## src/rtl/regfile_8x16.sv

```systemverilog
// 8x16 register file: two combinational read ports, one write port, r0 hardwired to zero.
// Define REGFILE_BYPASS_EN to forward same-cycle write data to matching read ports.
module regfile_8x16 #(
    parameter int unsigned DATA_W = 16,
    parameter int unsigned ADDR_W = 3
) (
    input  logic              clk,
    input  logic              rst_n,
    input  logic [ADDR_W-1:0] rs_addr,
    input  logic [ADDR_W-1:0] rt_addr,
    input  logic [ADDR_W-1:0] rd_addr,
    input  logic [DATA_W-1:0] wr_data,
    input  logic              reg_write,
    output logic [DATA_W-1:0] rs_data,
    output logic [DATA_W-1:0] rt_data,
    output logic [7:0]        wr_count
);

    localparam int unsigned Depth = 2 ** ADDR_W;

    logic [DATA_W-1:0] regs_q [Depth];
    logic [7:0]        wr_count_q;
    logic              wr_commit;

    // A write to r0 is not a commit: it neither stores nor counts.
    assign wr_commit = reg_write && (rd_addr != '0);

    for (genvar i = 0; i < Depth; i++) begin : g_reg
        if (i == 0) begin : g_zero
            assign regs_q[i] = '0;
        end else begin : g_store
            always_ff @(posedge clk or negedge rst_n) begin
                if (!rst_n) begin
                    regs_q[i] <= '0;
                end else if (wr_commit && (rd_addr == ADDR_W'(i))) begin
                    regs_q[i] <= wr_data;
                end
            end
        end
    end

    always_ff @(posedge clk or negedge rst_n) begin
        if (!rst_n) begin
            wr_count_q <= 8'd0;
        end else if (wr_commit) begin
            wr_count_q <= wr_count_q + 8'd1;
        end
    end

    assign wr_count = wr_count_q;

`ifdef REGFILE_BYPASS_EN
    logic bypass_ok;
    // Forwarding is suppressed during reset so the ports keep reading zero.
    assign bypass_ok = wr_commit && rst_n;

    always_comb begin
        rs_data = regs_q[rs_addr];
        rt_data = regs_q[rt_addr];
        if (bypass_ok && (rd_addr == rs_addr)) begin
            rs_data = wr_data;
        end
        if (bypass_ok && (rd_addr == rt_addr)) begin
            rt_data = wr_data;
        end
    end
`else
    always_comb begin
        rs_data = regs_q[rs_addr];
        rt_data = regs_q[rt_addr];
    end
`endif

endmodule

```

## config.mk

```make
export PLATFORM = sky130hd
export DESIGN_NAME = regfile_8x16
export DESIGN_NICKNAME = d
export VERILOG_FILES = /design/src/rtl/regfile_8x16.sv
export SDC_FILE = /design/constraint.sdc
export NUM_CORES = 1
export LEC_CHECK = 0
export CAP_MARGIN = 10
export CORE_ASPECT_RATIO = 0.9
export CORE_UTILIZATION = 64
export DETAILED_ROUTE_END_ITERATION = 10
export DONT_BUFFER_PORTS = 1
export GPL_TIMING_DRIVEN = 1
export PLACE_DENSITY = 0.82
export SLEW_MARGIN = 20
export SYNTH_ARGS = -nofsm -noshare
export SYNTH_HDL_FRONTEND = slang
export SYNTH_SLANG_ARGS = --single-unit
export TNS_END_PERCENT = 100
```

## constraint.sdc

```tcl
create_clock -name clk -period 1.18 [get_ports clk]
set_input_delay 0 -clock clk [delete_from_list [all_inputs] [get_ports clk]]
set_output_delay 0 -clock clk [all_outputs]
set_load 0.02 [all_outputs]
```

* Word-level counts from Yosys, hierarchy flattened *
Cells that the tools add are included.

operators by class
  add/sub/neg operators = 1
  multipliers = 0
  divide/modulo/power cells = 0
  magnitude comparators = 2
  equal/unequal tests = 7
  shift operators = 0
  mux-type cells = 6
  bitwise logic cells = 2
  reduce and logical (&&, ||, !) cells = 9

operator list
  cell                                                              number
  16-bit binary-select mux with 3-bit select                        2
  16-bit 2-to-1 mux                                                 4
  3-bit == test (second input constant)                             4
  8-bit by 1-bit adder with 8-bit output (second input constant)    1
  4-bit greater-or-equal comparator (second input constant)         2
  1-bit logical AND                                                 8
  3-bit inverter with 4-bit output                                  2
  3-bit by 2-bit == test with 1-bit output (second input constant)  2
  3-bit by 1-bit == test with 1-bit output (second input constant)  1
  3-bit nonzero test                                                1

word-level totals
  bits in registers = 120
  latch bits = 0
  RAM bits = 0
  memory bits (read-only) = 0
  input bits = 28
  output and inout bits = 40
  word-level logic and storage cells = 35
  memories kept = 0

* Depth between registers and ports, before layout *
  word-level depth = 4
  depth in mapped cells = 6
  mapped depth without buffers = 4

* Least setup slack after synthesis *
OpenSTA, ideal clock, no wires.

  kind = input -> output
  from = input port rt_addr[0]
  to = output port rt_data[10]
  data arrival time = 1.177 ns
  slack = 0.003 ns
  stages on the path = 5
  buffers on the path = 3
  cell sequence = buf_2 buf_4 clkbuf_1 a22oi_1 o21ai_0

between the ends
  word-level cells in the longest chain between the ends = 4

RTL lines
  item                                                    line  text
  from (decl)                                             10    input logic [ADDR_W-1:0] rt_addr,
  3-bit inverter with 4-bit output (implied by the code)  70    rt_data = regs_q[rt_addr];
  16-bit binary-select mux with 3-bit select              70
  16-bit 2-to-1 mux (implied by the code) (2 in series)   70
  to (decl)                                               15    output logic [DATA_W-1:0] rt_data,

No other way between the ends. The select of a mux whose other input is x is not followed.

* Worst setup path in the final report *
  from = register regs_q[26] (netlist bit)
  to = output port rs_data[10]

between the ends
  word-level cells in the longest chain between the ends = 3

RTL lines
  item                                                   line  text
  from (decl)                                            21    logic [DATA_W-1:0] regs_q [Depth];
  from (signal, indexed assignment)                      36    regs_q[i] <= wr_data;
  16-bit binary-select mux with 3-bit select             69    rs_data = regs_q[rs_addr];
  16-bit 2-to-1 mux (implied by the code) (2 in series)  69
  to (decl)                                              14    output logic [DATA_W-1:0] rs_data,

No other way between the ends. The select of a mux whose other input is x is not followed.

==> results.sh <==
export IMPL_fin_crit_ns=1.618
export IMPL_hp_class="in -> async"
export IMPL_cts_tree="done"
export IMPL_post_dp_cell_area_um2=6867
export IMPL_reg2reg_from="wr_count[0]"
export IMPL_clock_skew_ns=0.001201
export IMPL_syn_nets=499
export IMPL_crit_path_start_kind="flip-flop"
export IMPL_die_area_um2=10770
export IMPL_critical_path_max_fanout=3
export IMPL_synth_top_cell_area_share_pct=45.29
export IMPL_drv_cap=0
export IMPL_fmax_ghz=0.6180
export IMPL_grt_pass1_wl_mm=24.57
export IMPL_critPathBufInv=1
export IMPL_peakVddDrop_uv=1297
export IMPL_tns_ns=-12.27
export IMPL_seq_area_frac_synth_pct=45.29
export IMPL_drt_total_wl_mm=16.06
export IMPL_p_leak_nw=3.474
export IMPL_startpoint="regs_q[26]"
export IMPL_nets=568
export IMPL_slew_headroom_pct=70.86
export IMPL_root_buffer="clkbuf_16"
export IMPL_endpoint_kind="output pin"
export IMPL_status="finished, violations left"
export IMPL_worstSetupPathType="reg -> out"
export IMPL_synth_seq_cells=120
export IMPL_grt_usage_pct=31.28
export IMPL_h_tree_depth=4
export IMPL_dp_hpwl_mm=8.712
export IMPL_clkSlewWorstSetupHoldPaths_ns=0.05
export IMPL_drcViolationCount=0
export IMPL_power_density_nw_per_um2=1954
export IMPL_worstPathArrival_ns=1.62
export IMPL_clockBufferDepth=2
export IMPL_slowest_stage="mux4_2"
export IMPL_wl_per_cell_um=23.69
export IMPL_holdWs_ns=-0.7237
export IMPL_vias_per_cell=6.503
export IMPL_slew_viol_final=0
export IMPL_crit_end="rs_data[10]"
export IMPL_grt_start_max_net_pins=121
export IMPL_core_area_um2=9869
export IMPL_ant_nets=0
export IMPL_gp_congestion=0.7899
export IMPL_synthesis_area_um2=6630
export IMPL_grt_antenna_before_repair=0
export IMPL_vias=4409
export IMPL_die_x_um=109.3
export IMPL_reg2reg_depth=4
export IMPL_ioPinCount=68
export IMPL_dp_cells=606
export IMPL_critPathMaxStageDelay_ns=0.48
export IMPL_r2r_end="wr_count[4]"
export IMPL_most_common_layout_cells="123 x mux2_2, 120 x dfrtp_1, 49 x buf_4"
export IMPL_ys_warn_count=0
export IMPL_syn_area_per_cell_um2=14.11
export IMPL_stdcell_count=678
export IMPL_path_depth=4
export IMPL_ys_async_sr_fraction_pct=100.0
export IMPL_dr_pass1_iters=4
export IMPL_final_cell_area_um2=8043
export IMPL_rows=34
export IMPL_synthToLayoutAreaGrowth_pct=21.31
export IMPL_drive_above_1_share_pct=55.98
export IMPL_yosys_cell_types_count=37
export IMPL_yosysTopAreaCell="dfrtp_1"
export IMPL_path_cells="mux4_2, nand2_1, o21ai_2, buf_6"
export IMPL_final_common_cell="mux2_2"
export IMPL_rsz0062_at_grt="true"
export IMPL_drtIter0Drc=306
export IMPL_numCtsBuffers=17
export IMPL_finalSetupViolations=32
export IMPL_finalCritPeriodShare_pct=137.1
export IMPL_synth_enable_flop_cells=0
export IMPL_rrSetupSlack_ns=0.09
export IMPL_cp_required_ns=1.18
export IMPL_syn_inst=470
export IMPL_violations="hold timing, setup timing"
export IMPL_path_delay_family="multiplexers"
export IMPL_antennaDiodeCount=0
export IMPL_grt_pass1_vias=4602
export IMPL_die_height_um=98.56
export IMPL_grt_overflow_total=0
export IMPL_ys_dominant_reg_cell="dfrtp_1"
export IMPL_finalHoldViolCount=120
export IMPL_netlist_top_cells_area="dfrtp_1 45%, mux2_2 21%, mux4_2 8.2%"
export IMPL_fill_cells=524
export IMPL_clk_latency_ns=0.42
export IMPL_finalWorstSetupSlack_ns=-0.4381
export IMPL_start_util_pct=67.18
export IMPL_portBuffers=0
export IMPL_worst_pin_slew_ns=0.4365
export IMPL_cts_sink_count=120
-- sequential cells by signal, summed over array words and instances, names as in the netlist --
register / count
wr_count: 8
regs_q: 112
-- worst min path at each step --
| stage | start | end | slack (ns) | depth (start not counted) |
|---|---|---|---|---|
| 5_1_grt | rst_n | regs_q[98] | -0.73 | 0 |
| 2_1_floorplan | rst_n | regs_q[0] | -0.30 | 0 |
| 6_report | rst_n | regs_q[98] | -0.72 | 0 |
| 4_1_cts | rst_n | regs_q[92] | -0.73 | 0 |
| 3_3_place_gp | rst_n | regs_q[66] | -0.29 | 0 |
| 3_5_place_dp | rst_n | regs_q[98] | -0.29 | 0 |
-- per-layer routing --
| metal | GRT usage (%) | share of wire, % |
|---|---|---|
| met1 | 41.40 | 41 |
| met2 | 50.41 | 51 |
| met3 | 7.011 | 6.3 |
| met4 | 12.31 | 1.6 |
| met5 | 0 | 0 |
-- repair_timing --
item                       in CTS  in global routing
hold buffers                   20                  1
buffers inserted                9                 10
setup endpoints to repair      32                 35
gates resized for setup        48                 29
hold endpoints to repair      239                122
pin swaps                      32                 10
-- final cells by class --
| cell class | instances | area [µm²] | area share (%) |
|---|---|---|---|
| inverters | 1 | 3.754 | 0.04667 |
| well taps | 126 | 157.7 | 1.960 |
| clock buffers | 24 | 491.7 | 6.114 |
| clock inverters | 8 | 165.2 | 2.054 |
| flip-flops and latches | 120 | 3003 | 37.34 |
| repair buffers | 88 | 818.3 | 10.17 |
| multi-input cells | 311 | 3403 | 42.31 |
-- synthesized netlist by cell type (2+ instances only) --
library cell	instances
clkbuf_1	4
a22oi_1	30
nor2b_1	4
mux2i_1	5
o21ai_0	22
mux2_2	124
and4bb_1	2
o221ai_1	3
buf_6	10
o21ai_1	7
buf_4	5
nand3_1	2
dfrtp_1	120
and3_1	2
mux2_4	20
mux4_2	24
nand2_1	37
mux4_1	5
buf_2	10
mux2_1	4
nand4b_4	3
xnor2_1	6
nor2_1	2
clkbuf_8	6
-- power by group --
part / leakage [nW] / switching [mW] / internal (mW) / total [mW]
Sequential: 1.44 / 0.774 / 5.09 / 5.86
Combinational: 1.71 / 1.62 / 2.44 / 4.06
Clock: 0.324 / 1.83 / 3.96 / 5.79
Total: 3.47 / 4.22 / 11.5 / 15.7
-- through the flow --
step	total power, mW	setup WS, ns	utilization (%)	hold slack [ns]
2_1_floorplan	8.401	0.003360	-	-0.2956
3_3_place_gp	9.062	-0.007375	69.57	-0.2919
3_5_place_dp	9.293	-0.04041	69.57	-0.2920
4_1_cts	15.44	-0.4155	79.59	-0.7314
5_1_grt	16.27	-0.4514	81.49	-0.7328
6_report	15.71	-0.4381	81.49	-0.7237
-- logic make-up after synthesis --
kind of cell	after synthesis	share of synthesized area, %
AO/OA/AOI/OAI	63	6.115
XOR/XNOR	7	0.9247
adder cells (fa/ha/maj)	1	0.1887
buffers and inverters	39	5.058
flip-flops	120	45.29
multiplexers	182	37.16
AND/OR/NAND/NOR	58	5.265
(Power assumes the default switching activity.)
